===== config.mk =====
export PLATFORM = sky130hd
export DESIGN_NAME = shift_unit_mc
export DESIGN_NICKNAME = d
export VERILOG_FILES = /design/src/rtl/shift_unit_mc.sv
export SDC_FILE = /design/constraint.sdc
export NUM_CORES = 1
export LEC_CHECK = 0
export ABC_CLOCK_PERIOD_IN_PS = 6700
export BUFFER_PORTS_ARGS = -buffer_cell sky130_fd_sc_hd__buf_4
export CAP_MARGIN = 5
export CORE_MARGIN = 1
export CORE_UTILIZATION = 35
export CTS_CLUSTER_DIAMETER = 150
export DETAILED_ROUTE_END_ITERATION = 16
export GPL_TIMING_DRIVEN = 1
export SYNTH_ARGS = -nofsm -noshare
export SYNTH_HDL_FRONTEND = slang
export SYNTH_SLANG_ARGS = --single-unit

===== constraint.sdc =====
create_clock -name clk_i -period 6.7 [get_ports clk_i]
set_input_delay 0.335 -clock clk_i [delete_from_list [all_inputs] [get_ports clk_i]]
set_output_delay 0.335 -clock clk_i [all_outputs]
set_load 0.1 [all_outputs]

===== src/rtl/shift_unit_mc.sv =====
// ============================================================================
// Module   : shift_unit_mc
// Purpose  : Multi-cycle SLL/SRL/SRA shifter that moves at most STEP bit
//            positions per clock, with valid/ready request and response.
//            ROL/ROR are decoded only when SHIFT_UNIT_ROT_EN is defined.
// Revision : 1.0 - initial release
// ============================================================================
`default_nettype none

module shift_unit_mc #(
    parameter int XLEN = 32,
    parameter int STEP = 4
) (
    input  logic            clk_i,
    input  logic            rst_i,
    input  logic            req_valid_i,
    output logic            req_ready_o,
    input  logic [3:0]      funct_i,
    input  logic [XLEN-1:0] op1_i,
    input  logic [XLEN-1:0] op2_i,
    output logic            resp_valid_o,
    input  logic            resp_ready_i,
    output logic [XLEN-1:0] res_o,
    output logic            busy_o
);

    localparam int SW = $clog2(XLEN);

    localparam logic [3:0]  c_sll    = 4'b0001;
    localparam logic [3:0]  c_srl    = 4'b0101;
    localparam logic [3:0]  c_sra    = 4'b1101;
`ifdef SHIFT_UNIT_ROT_EN
    localparam logic [3:0]  c_rol    = 4'b0011;
    localparam logic [3:0]  c_ror    = 4'b0111;
    localparam logic [SW:0] c_xlen_w = XLEN[SW:0];
`endif
    localparam logic [SW:0] c_step_w = STEP[SW:0];

    typedef enum logic [1:0] {
        S_IDLE  = 2'd0,
        S_SHIFT = 2'd1,
        S_DONE  = 2'd2
    } state_t;

    state_t            r_state;
    state_t            w_state_next;
    logic [XLEN-1:0]   r_acc;
    logic [SW-1:0]     r_rem;
    logic [3:0]        r_op;
    logic [XLEN-1:0]   r_res;

    logic [SW-1:0]     w_shamt;
    logic              w_supported;
    logic              w_accept;
    logic [SW:0]       w_k;
    logic [XLEN-1:0]   w_acc_next;
    logic [SW-1:0]     w_rem_next;
    logic              w_unused_op2;

    assign w_shamt      = op2_i[SW-1:0];
    assign w_unused_op2 = ^op2_i[XLEN-1:SW];

    always_comb begin
        w_supported = 1'b0;
        case (funct_i)
            c_sll, c_srl, c_sra: w_supported = 1'b1;
`ifdef SHIFT_UNIT_ROT_EN
            c_rol, c_ror:        w_supported = 1'b1;
`endif
            default:             w_supported = 1'b0;
        endcase
    end

    // Ready is masked by reset so nothing is accepted while the unit is held.
    assign req_ready_o  = (r_state == S_IDLE) && !rst_i;
    assign w_accept     = req_valid_i && req_ready_o;
    assign resp_valid_o = (r_state == S_DONE);
    assign busy_o       = (r_state == S_SHIFT) || (r_state == S_DONE);
    assign res_o        = r_res;

    // One step of at most STEP positions; rem is never zero inside SHIFT.
    always_comb begin
        w_k        = ({1'b0, r_rem} < c_step_w) ? {1'b0, r_rem} : c_step_w;
        w_rem_next = r_rem - w_k[SW-1:0];
        w_acc_next = '0;
        case (r_op)
            c_sll:   w_acc_next = r_acc << w_k;
            c_srl:   w_acc_next = r_acc >> w_k;
            c_sra:   w_acc_next = $unsigned($signed(r_acc) >>> w_k);
`ifdef SHIFT_UNIT_ROT_EN
            c_rol:   w_acc_next = (r_acc << w_k) | (r_acc >> (c_xlen_w - w_k));
            c_ror:   w_acc_next = (r_acc >> w_k) | (r_acc << (c_xlen_w - w_k));
`endif
            default: w_acc_next = '0;
        endcase
    end

    always_comb begin
        w_state_next = r_state;
        case (r_state)
            S_IDLE: begin
                if (w_accept) begin
                    if ((w_shamt == '0) || !w_supported) begin
                        w_state_next = S_DONE;
                    end else begin
                        w_state_next = S_SHIFT;
                    end
                end
            end
            S_SHIFT: begin
                if (w_rem_next == '0) begin
                    w_state_next = S_DONE;
                end
            end
            S_DONE: begin
                if (resp_ready_i) begin
                    w_state_next = S_IDLE;
                end
            end
            default: w_state_next = S_IDLE;
        endcase
    end

    always_ff @(posedge clk_i) begin
        if (rst_i) begin
            r_state <= S_IDLE;
            r_acc   <= '0;
            r_rem   <= '0;
            r_op    <= '0;
            r_res   <= '0;
        end else begin
            r_state <= w_state_next;
            case (r_state)
                S_IDLE: begin
                    if (w_accept) begin
                        r_acc <= w_supported ? op1_i : '0;
                        r_rem <= w_shamt;
                        r_op  <= funct_i;
                        // Immediate completions publish their result now.
                        if ((w_shamt == '0) || !w_supported) begin
                            r_res <= w_supported ? op1_i : '0;
                        end
                    end
                end
                S_SHIFT: begin
                    r_acc <= w_acc_next;
                    r_rem <= w_rem_next;
                    if (w_rem_next == '0) begin
                        r_res <= w_acc_next;
                    end
                end
                default: begin
                end
            endcase
        end
    end

endmodule

`default_nettype wire


======== Word level (Yosys, flattened, before mapping) ========
Index checks and enable logic that the tools add are counted.
storage, ports and cells
  bits in registers ....................... 75
  word-level logic and storage cells ...... 54
  bits of input ports ..................... 72
  output and inout port bits .............. 35
operators by class
  shift operators ......................... 3
  reductions and logical operators ........ 15
  eq/ne operators ......................... 12
  multiplexer cells ....................... 17
  add/subtract/negate cells ............... 1
  magnitude comparators ................... 1
operator list
  cell                                                                           count
  32-bit 2-to-1 mux                                                              5
  32-bit one-hot mux with 2 select lines                                         2
  32-bit one-hot mux with 3 select lines                                         1
  32-bit by 5-bit left shift with 32-bit output                                  1
  32-bit by 5-bit right shift with 32-bit output                                 1
  32-bit by 5-bit >>> shifter with 32-bit output                                 1
  5-bit zero test                                                                2
  5-bit 2-to-1 mux                                                               2
  5-bit one-hot mux with 2 select lines                                          1
  4-bit by 1-bit == test with 1-bit output (second input constant)               2
  4-bit by 3-bit == test with 1-bit output (second input constant)               2
  4-bit == test (second input constant)                                          2
  2-bit 2-to-1 mux                                                               4
  2-bit by 1-bit != test with 1-bit output (second input constant)               3
  2-bit one-hot mux with 3 select lines                                          1
  5-bit by 3-bit less-than comparator with 1-bit output (second input constant)  1
  5-bit subtractor                                                               1
  2-bit AND reduction                                                            2
  4-bit AND reduction                                                            1
  3-bit AND reduction                                                            1
  3-bit OR reduction                                                             1
  2-bit by 1-bit == test with 1-bit output (second input constant)               1
  2-bit == test (second input constant)                                          1
  1-bit logical AND                                                              2
  other kinds (6)                                                                8

======== Logic depth before layout (Yosys ltp) ========
Gate-level depths: netlist of the first run.
  word-level depth ........................ 8
  gate-level depth with buffers ........... 14
  gate-level depth less buffers ........... 9

======== Worst setup path after synthesis of the first run ========
No wires, ideal clock.
  kind .................................... reg2reg
  start point ............................. reg r_rem[2]
  end point ............................... reg r_res[7], in the netlist res_o[7]
  path slack .............................. 4.011 ns
  buffers on the path ..................... 5
  stages on the path, launching flop included .. 14
  arrival time ............................ 2.603 ns
  setup time .............................. 0.086 ns
  required time ........................... 6.614 ns
  clock period less this slack ............ 2.689 ns
  path through ............................ dfxtp_1 buf_2 or3_1 buf_2 clkbuf_1 nand2_1 ha_1 o31ai_2 a21oi_1 a211oi_2 buf_4 buf_6 nor2_1 a211oi_1
on the way
  cells in the longest elaborated chain, start to end .. 6
  elaborated cells between the ends (all ways) .. 12
  those cells by class .................... 1 x add/sub; 1 x order compare; 1 x eq/ne; 3 x shift; 4 x mux; 2 x reduce/logical
RTL lines
  item                                                                                  RTL line  RTL
  start, declared                                                                       48        logic [SW-1:0] r_rem;
  start signal, assigned                                                                137       r_rem <= w_shamt;
  start signal, assigned                                                                147       r_rem <= w_rem_next;
  5-bit by 3-bit less-than comparator with 1-bit output                                 83        w_k = ({1'b0, r_rem} < c_step_w) ? {1'b0, r_rem} : c_step_w;
  5-bit 2-to-1 mux                                                                      83
  32-bit by 5-bit >>> shifter with 32-bit output, or another cell as far along          89        c_sra: w_acc_next = $unsigned($signed(r_acc) >>> w_k);
  32-bit one-hot mux with 3 select lines / 5-bit zero test (equally long branches)      86, 148
  32-bit 2-to-1 mux / 2-bit by 1-bit != test with 1-bit output (equally long branches)  --
  32-bit one-hot mux with 2 select lines / 4-bit AND reduction (equally long branches)  --
  end signal, assigned                                                                  141       r_res <= w_supported ? op1_i : '0;
  end signal, assigned                                                                  149       r_res <= w_acc_next;
  end, declared                                                                         50        logic [XLEN-1:0] r_res;
Several ways; a longest one is shown, not always the timed one. The select of a mux whose other input is x is not followed.
A chain may end at the register's enable or synchronous reset.

======== Final worst setup path of the first run ========
  start point ............................. reg r_rem[2]
  end point ............................... reg r_res[1], in the netlist res_o[1]
The elaborated chain is that of the path after synthesis.

==> qor.txt, run 1 <==
FLOORPLANNING
----------------------------------------------------------------------------------------
I/O Pins                                                                             107
Die boundary height                                                               128 µm
Die outline area                                                               16500 µm²
Starting utilization of the core area                                              0.363
Chip Width                                                                        128 µm
Standard-cell row count                                                               45
Placeable core area                                                            15400 µm²

SYNTHESIS
----------------------------------------------------------------------------------------
Post-Synth XOR/XNOR Area                                                               0
Synthesized-area fraction occupied by ao, oa, aoi and oai cells                    0.333
Simple logic cell fraction of the synthesized area                                 0.221
Commonest register cell after synthesis                                          dfxtp_1
Number of flip-flops and latches in the synthesized netlist                           75
Post-Synth Adder-Cell Area                                                        0.0112
Post-synth top area cell                                                         dfxtp_1
Post-synth cell types                                                                 70
Mux share of post-synthesis cell area                                             0.0818
Post-Syn Nets                                                                        804
Fraction of synthesized cell area taken by the top area cell type                  0.268
Cell types occupying the most area after synthesis                          dfxtp_1 27%, a211oi_1 8.6%, nor2_1 6.6%
Portion of the post-synthesis area used by sequential elements                     0.268
Average cell area after synthesis                                               7.70 µm²
Total standard cell area after synthesis                                        5600 µm²
Combinational family with the most area after synthesis                     compound AO/OA/AOI/OAI gates
Instance count of the mapped netlist                                                 727
Post-synth ARST share                                                                  0
Number of enable-type register cells in the synthesized netlist                        0
Synth warn                                                                             0

MIN PATH
----------------------------------------------------------------------------------------
Type of the tightest min-delay check                                        primary input to flip-flop

CELLS AND AREA
----------------------------------------------------------------------------------------
Fraction of final layout cells sized beyond drive strength 1                       0.193
Commonest cells after routing, fill and taps aside                          98 x nor2_1, 94 x buf_4, 74 x dfxtp_1
Antenna diode count                                                                    0
Leading cell type in the layout, fill and taps excluded                           nor2_1
Final #Nets                                                                          819
Final core utilization                                                             0.424
Area Growth Syn to Fin                                                             16.8%

GLOBAL ROUTE
----------------------------------------------------------------------------------------
Global-route wire length before repair                                           30.7 mm
Met1 capacity usage during global routing                                          0.319
Met2 capacity usage during global routing                                          0.367
Largest net degree at the start of global routing                                     75
GRT Residual Overflow                                                                  0
GRT Max-Usage Layer                                                                 met2
Global Route Usage Sum                                                             0.238
Global Route met3 Usage                                                           0.0557
Number of antenna violations at the first check in global routing                      0
Number of global-route vias before repair                                           5580

STA
----------------------------------------------------------------------------------------
Setup tns final                                                                     0 ns
Crit path time final                                                             3.59 ns
Post-route clock period utilization                                                0.536
Endpoints failing hold                                                                 0
Post-Route Skew                                                               0.00589 ns
Final setup violation count                                                            0
RSZ-0062 raised after global routing                                               false
Slew Limit Headroom                                                                0.279
Fin. max-slew vios                                                                     0
Transition at the pin with the smallest max-transition slack                     1.08 ns
Peak clock frequency supported by timing                                       0.279 GHz

WORST SETUP PATH
----------------------------------------------------------------------------------------
Endpoint class of the critical path                                            flip-flop
Critical Path Most Common Cell                                                   a21oi_1
Worst path max stage delay                                                       0.72 ns
Slowest library cell on the worst path                                          a211oi_4
Largest driver fanout on the critical path                                            44
Critical setup path kind                                                    flip-flop to flip-flop
Series of cell instances along the critical path                            or3_1 > nand2_1 > ha_1 > o31ai_2 > a21oi_1 > a211oi_4 > buf_4 > or3b_1 > a21oi_1
CP arrival                                                                       3.86 ns
Data required time at the worst endpoint                                         6.98 ns
Type of element launching the critical path                                    flip-flop

CTS
----------------------------------------------------------------------------------------
Max Root-Sink Buffers                                                                  2
Clock sink count                                                                      75
Number of buffers added for setup after CTS                                            0
Number of resized instances in the post-cts repair step                                0
CTS tree                                                                             yes
Clock root buffer master                                                       clkbuf_16
Hold-fix buffer count after cts                                                        0
Latest clock arrival within the worst-skew pair                                  0.35 ns
Clock slew at reported path FFs                                                  0.06 ns
H-tree depth                                                                           3
TritonCTS Buffers                                                                      9

POWER AND IR DROP
----------------------------------------------------------------------------------------
Power Internal                                                                 0.00109 W
Worst ir drop on vdd                                                            0.136 mV
Pwr dens                                                                      280 nW/µm²
Sequential Power Share                                                             0.310
Clock network fraction of design power                                             0.325
Share of total power in combinational logic                                        0.365
Sw frac                                                                            0.403
Net Switching                                                                 0.000737 W
Reported leakage power                                                           2.32 nW

OUTCOME
----------------------------------------------------------------------------------------
Run status                                                                  complete, no violations

ROUTING
----------------------------------------------------------------------------------------
Number of detailed-routing iterations run before antenna repair                        6
Avg Vias per Cell                                                                   6.26
Mean routed wirelength per cell                                                  20.3 µm
Post-route antenna net violation count                                                 0
Count of unresolved DRC violations after routing                                       0
Total vias in the final route                                                       5997
Detailed Route Iter0 Violations                                                      572
Total Routed Length                                                              19.4 mm

PLACED DESIGN
----------------------------------------------------------------------------------------
Total half-perimeter wirelength after legalization and detailed placement        12.5 mm
Routability congestion estimate from global placement                              0.854
Port-buffer cells                                                                     79

RUN
----------------------------------------------------------------------------------------
Maximum capacitance violations                                                         0

==> cells by family after synthesis <==
family | after synthesis
flip-flops | 75
AO/OA/AOI/OAI | 247
adder cells (fa/ha/maj) | 5
AND/OR/NAND/NOR | 257
buffers and inverters | 102
multiplexers | 39
other | 2
==> worst max-delay path: cells and delay by family (launching register included) <==
kind | cells | cell delay, ns
AO/OA/AOI/OAI | 4 | 1.20
adder cells (fa/ha/maj) | 1 | 0.27
buffers and inverters | 1 | 0.54
AND/OR/NAND/NOR | 3 | 0.98
flip-flops | 1 | 0.49
==> synth_stat cells, drive strengths merged (4+ instances only) <==
cell type / count
a2111oi: 4
a211o: 4
a211oi: 76
a21oi: 39
a221oi: 30
a311oi: 8
a31oi: 4
and2: 5
and3: 6
buf: 40
clkbuf: 50
dfxtp: 75
ha: 5
inv: 11
mux2: 4
mux2i: 30
mux4: 5
nand2: 57
nand2b: 4
nand3: 14
nor2: 98
nor2b: 10
nor3: 22
nor4: 16
nor4b: 4
o21ai: 34
o221ai: 11
o22ai: 4
or3: 4
or4: 7
==> per-stage QoR <==
| stage | setup slack [ns] | hold WS (ns) | std cells | power (W) | instance area [µm²] |
|---|---|---|---|---|---|
| 2_1_floorplan | 4.01 | 0.470 | 727 | 0.00108 | 5600 |
| 3_3_place_gp | 3.22 | 0.453 | 942 | 0.00122 | 6180 |
| 3_5_place_dp | 3.15 | 0.464 | 942 | 0.00123 | 6180 |
| 4_1_cts | 3.13 | 0.246 | 958 | 0.00183 | 6540 |
| 5_1_grt | 2.87 | 0.272 | 958 | 0.00191 | 6540 |
| 6_report | 3.11 | 0.251 | 958 | 0.00183 | 6540 |
==> flip-flops by register name, indices dropped and copies added (netlist names) <==
signal   count
r_op         4
res_o       32
r_rem        5
r_acc       32
r_state      2
==> layout make-up <==
type,instances,area (µm²)
tap,211,264
clock buffer,12,267
clock inverter,4,95.1
fill,1598,8880
sequential,75,1500
timing repair buffer,94,706
inverter,12,45.0
multi-input combinational,550,3660
==> path summary, 6_finish.rpt <==
path         depth (start not counted)  slack, ns              startpoint                     end
max                                  9       3.11   r_rem[2]$_SDFFE_PP0P_   res_o[1]$_SDFFE_PP0P_
min                                  3       0.25                op2_i[0]   r_rem[0]$_SDFFE_PP0P_
max reg2reg                          9       3.11   r_rem[2]$_SDFFE_PP0P_   res_o[1]$_SDFFE_PP0P_
min reg2reg                          2       0.47  res_o[19]$_SDFFE_PP0P_  res_o[19]$_SDFFE_PP0P_
==> power by group through the flow <==
| stage | clock [W] | combinational [W] | sequential [W] |
|---|---|---|---|
| 6_report | 0.000595 | 0.000667 | 0.000567 |
| 3_5_place_dp | 0 | 0.000659 | 0.000574 |
| 2_1_floorplan | 0 | 0.000411 | 0.000665 |
| 3_3_place_gp | 0 | 0.000651 | 0.000572 |
| 5_1_grt | 0.000624 | 0.000711 | 0.000574 |
| 4_1_cts | 0.000603 | 0.000661 | 0.000564 |
==> per-layer routing <==
metal,part of all wire,wire length (µm)
met3,0.086,1670
met4,0.029,572
met2,0.44,8530
met1,0.44,8630
met5,0,0
Note: power is estimated with default switching activity, not from simulation.
==> inputs of run 2 (changes only) <==
--- a/config.mk
+++ b/config.mk
@@ -5,7 +5,8 @@
 export SDC_FILE = /design/constraint.sdc
 export NUM_CORES = 1
 export LEC_CHECK = 0
-export ABC_CLOCK_PERIOD_IN_PS = 6700
+export ABC_AREA = 1
+export ABC_CLOCK_PERIOD_IN_PS = 3500
 export BUFFER_PORTS_ARGS = -buffer_cell sky130_fd_sc_hd__buf_4
 export CAP_MARGIN = 5
 export CORE_MARGIN = 1
==> constraint.sdc (replaced) <==
create_clock -name clk_i -period 3.5 [get_ports clk_i]
set_input_delay 0.175 -clock clk_i [delete_from_list [all_inputs] [get_ports clk_i]]
set_output_delay 0.175 -clock clk_i [all_outputs]
set_load 0.1 [all_outputs]
==> run 2 against run 1 <==
Largest cell class unchanged. Clock power rose by 56%. Critical endpoint is now res_o[29]$_SDFFE_PP0P_. Count of clock-buffer cells in the layout rose by 2. Final area rose by 2.6%. Largest power group unchanged.
==> qor.txt, run 2 <==
OUTCOME
----------------------------------------------------------------------------------------
Run status                                                                  complete, no violations   unchanged

ROUTING
----------------------------------------------------------------------------------------
Mean routed wirelength per cell                                                  12.8 µm   was 20.3 µm
Avg Vias per Cell                                                                   4.87   was 6.26
Total Routed Length                                                              17.1 mm   was 19.4 mm
Post-route antenna net violation count                                                 0   unchanged
Total vias in the final route                                                       6471   was 5997
Detailed Route Iter0 Violations                                                      413   was 572
Number of detailed-routing iterations run before antenna repair                        5   was 6
Count of unresolved DRC violations after routing                                       0   unchanged

PLACED DESIGN
----------------------------------------------------------------------------------------
Worst Setup Slack post-DPL                                                      0.947 ns   was 3.15 ns
Routability congestion estimate from global placement                              0.912   was 0.854
Post-placement cell count                                                           1312   was 942
Port-buffer cells                                                                     79   unchanged
Total half-perimeter wirelength after legalization and detailed placement        11.9 mm   was 12.5 mm

SYNTHESIS
----------------------------------------------------------------------------------------
Fraction of synthesized cell area taken by the top area cell type                  0.282   was 0.268
Cell types occupying the most area after synthesis                          nand2_1 28%, dfxtp_1 27%, nand3_1 11%   was dfxtp_1 27%, a211oi_1 8.6%, nor2_1 6.6%
Post-Syn Nets                                                                       1135   was 804
Total standard cell area after synthesis                                        5660 µm²   was 5600 µm²
Average cell area after synthesis                                               5.35 µm²   was 7.70 µm²
Number of enable-type register cells in the synthesized netlist                        0   unchanged
Number of flip-flops and latches in the synthesized netlist                           75   unchanged
Portion of the post-synthesis area used by sequential elements                     0.265   was 0.268
Commonest register cell after synthesis                                          dfxtp_1   unchanged
Post-synth ARST share                                                                  0   unchanged
Post-synth top area cell                                                         nand2_1   was dfxtp_1
Synth warn                                                                             0   unchanged
Post-synth cell types                                                                 28   was 70
Most repeated cell in the gate-level netlist after synthesis                     nand2_1   was nor2_1
Post-synth top cells                                                        425 x nand2_1, 123 x nand3_1, 123 x nor2_1, 112 x inv_1, 75 x dfxtp_1   was 98 x nor2_1, 75 x dfxtp_1, 64 x a211oi_1, 57 x nand2_1, 50 x clkbuf_1
Instance count of the mapped netlist                                                1058   was 727

FLOORPLANNING
----------------------------------------------------------------------------------------
Starting utilization of the core area                                              0.358   was 0.363
Chip Width                                                                        129 µm   was 128 µm
I/O Pins                                                                             107   unchanged
Die outline area                                                               16700 µm²   was 16500 µm²
Die boundary height                                                               129 µm   was 128 µm
Placeable core area                                                            15800 µm²   was 15400 µm²
Standard-cell row count                                                               46   was 45

CTS
----------------------------------------------------------------------------------------
Clock sink count                                                                      75   unchanged
Number of buffers added for setup after CTS                                            0   unchanged
Number of resized instances in the post-cts repair step                                0   unchanged
Clock slew at reported path FFs                                                  0.06 ns   about the same
Hold-fix buffer count after cts                                                        0   unchanged
Latest clock arrival within the worst-skew pair                                  0.35 ns   about the same
H-tree depth                                                                           3   unchanged
TritonCTS Buffers                                                                      9   unchanged
Max Root-Sink Buffers                                                                  2   unchanged
Clock root buffer master                                                       clkbuf_16   unchanged
CTS tree                                                                             yes   unchanged

RUN
----------------------------------------------------------------------------------------
Maximum capacitance violations                                                         0   unchanged

WORST SETUP PATH
----------------------------------------------------------------------------------------
CP arrival                                                                       2.78 ns   was 3.86 ns
Largest driver fanout on the critical path                                            15   was 44
R2r setup slk                                                                    0.97 ns   was 3.11 ns
Critical setup path kind                                                    flip-flop to flip-flop   unchanged
Endpoint of the worst register-to-register path                             res_o[29]$_SDFFE_PP0P_   was res_o[1]$_SDFFE_PP0P_
Endpoint class of the critical path                                            flip-flop   unchanged
Number of cells on the worst reg-to-reg path                                          14   was 9
Type of element launching the critical path                                    flip-flop   unchanged
Startpoint of the most critical register-to-register path                   r_rem[4]$_SDFFE_PP0P_   was r_rem[2]$_SDFFE_PP0P_
Data required time at the worst endpoint                                         3.75 ns   was 6.98 ns

GLOBAL ROUTE
----------------------------------------------------------------------------------------
GRT Max-Usage Layer                                                                 met2   unchanged
GRT Residual Overflow                                                                  0   unchanged
Number of global-route vias before repair                                           5839   was 5580
Met1 capacity usage during global routing                                          0.276   was 0.319
Met2 capacity usage during global routing                                          0.360   was 0.367
Global Route met3 Usage                                                           0.0347   was 0.0557
Global-route wire length before repair                                           28.1 mm   was 30.7 mm
Global Route Usage Sum                                                             0.213   was 0.238
Largest net degree at the start of global routing                                     65   was 75
Number of antenna violations at the first check in global routing                      0   unchanged

STA
----------------------------------------------------------------------------------------
Fin. max-slew vios                                                                     0   unchanged
Slew Limit Headroom                                                                0.273   was 0.279
Hold WS                                                                        0.0324 ns   was 0.251 ns
Setup tns final                                                                     0 ns   unchanged
RSZ-0062 raised after global routing                                               false   unchanged
Post-Route Skew                                                               0.00646 ns   was 0.00589 ns
Post-route clock period utilization                                                0.723   was 0.536
Peak clock frequency supported by timing                                       0.395 GHz   was 0.279 GHz
Crit path time final                                                             2.53 ns   was 3.59 ns
Fin worst setup slack                                                           0.971 ns   was 3.11 ns
Endpoints failing hold                                                                 0   unchanged
Transition at the pin with the smallest max-transition slack                     1.09 ns   was 1.08 ns
Final setup violation count                                                            0   unchanged

POWER AND IR DROP
----------------------------------------------------------------------------------------
Worst ir drop on vdd                                                            0.539 mV   was 0.136 mV
Pwr dens                                                                     1030 nW/µm²   was 280 nW/µm²
Reported leakage power                                                           3.60 nW   was 2.32 nW

CELLS AND AREA
----------------------------------------------------------------------------------------
Area of the multi-input gates                                                   3450 µm²   was 3660 µm²
Antenna diode count                                                                    0   unchanged
Leading cell type in the layout, fill and taps excluded                          nand2_1   was nor2_1
Fill count                                                                          1815   was 1598
Fraction of final layout cells sized beyond drive strength 1                       0.106   was 0.193
Area of all sequential standard cells                                           1500 µm²   about the same
Commonest cells after routing, fill and taps aside                          425 x nand2_1, 123 x nand3_1, 123 x nor2_1   was 98 x nor2_1, 94 x buf_4, 74 x dfxtp_1
Final std cells w/o fill                                                            1328   was 958
Area Growth Syn to Fin                                                             18.6%   was 16.8%
Final #Nets                                                                         1184   was 819

MIN PATH
----------------------------------------------------------------------------------------
Hold Startpoint                                                                    rst_i   was op2_i[0]
End point of the worst hold path                                            r_state[0]$_SDFFE_PP0P_   was r_rem[0]$_SDFFE_PP0P_
Worst hold path stage count                                                            2   was 3
Type of the tightest min-delay check                                        primary input to flip-flop   unchanged

[run 2: changes by cell type in the layout (fill, tap and decap cells not counted), moves of 16 or more]
cell	before	now
nor4_1	16	0
a221oi_1	26	1
mux2i_1	30	0
inv_1	11	112
nand2_1	57	425
nor3_1	21	1
nor2_1	98	123
nand3_1	14	123
o21ai_0	30	46
a211oi_1	64	0
nand4_1	1	23
[run 2: how the worst max path moves through the flow]
stage	depth (start not counted)	end	from
detailed placement	14	res_o[29]$_SDFFE_PP0P_	r_rem[4]$_SDFFE_PP0P_
global route	14	res_o[29]$_SDFFE_PP0P_	r_rem[4]$_SDFFE_PP0P_
floorplan	13	res_o[0]$_SDFFE_PP0P_	r_state[0]$_SDFFE_PP0P_
CTS	14	res_o[29]$_SDFFE_PP0P_	r_rem[4]$_SDFFE_PP0P_
finish	14	res_o[29]$_SDFFE_PP0P_	r_rem[4]$_SDFFE_PP0P_
global placement	14	res_o[29]$_SDFFE_PP0P_	r_rem[4]$_SDFFE_PP0P_
[run 2: power breakdown]
group / internal (W) / leakage, nW / switching, W
Sequential: 0.00116 / 0.616 / 0.000190
Combinational: 0.00119 / 2.85 / 0.00342
Clock: 0.000572 / 0.141 / 0.000356
Total: 0.00291 / 3.60 / 0.00397
[run 2: logic make-up (layout without fill, tap and decap cells)]
family | after synthesis | count (layout) | share of synthesized area
buffers and inverters | 177 | 231 | 0.125
flip-flops | 75 | 75 | 0.265
other | 2 | 2 | 0.00133
adder cells (fa/ha/maj) | 5 | 5 | 0.0111
AND/OR/NAND/NOR | 701 | 701 | 0.508
AO/OA/AOI/OAI | 98 | 98 | 0.0893
[run 2: through the flow]
step | instance area, µm² | total power, W | utilization
after floorplan | 5660 | 0.00501 | -
after global placement | 6420 | 0.00596 | 0.406
after detailed placement | 6420 | 0.00597 | 0.406
after CTS | 6710 | 0.00692 | 0.424
after global routing | 6710 | 0.00746 | 0.424
final | 6710 | 0.00688 | 0.424
[run 2: critical path, stage by stage (launching register included)]
cell     delay (ns)
dfxtp_1        0.33
nor2_1         0.43
nand2_4        0.17
nand2_1        0.14
ha_1           0.23
inv_1          0.06
nand2_1        0.06
nor2_1         0.09
nor2_1         0.06
nor2_2         0.11
nand3_2        0.09
inv_1          0.41
nand3_1        0.14
nand2_1        0.08
inv_1          0.03
[run 2: layout make-up]
cell class                      count  area share
Inverter                          116      0.0649
Clock buffer                       14      0.0378
Sequential cell                    75       0.224
Multi-Input combinational cell    806       0.514
Tap cell                          216      0.0403
Timing Repair Buffer               99       0.114
Clock inverter                      2     0.00522
[run 2: per-layer routing]
layer,share of wire,routed length (µm)
met4,0.014,240
met5,0,0
met1,0.47,7970
met3,0.049,842
met2,0.47,8010
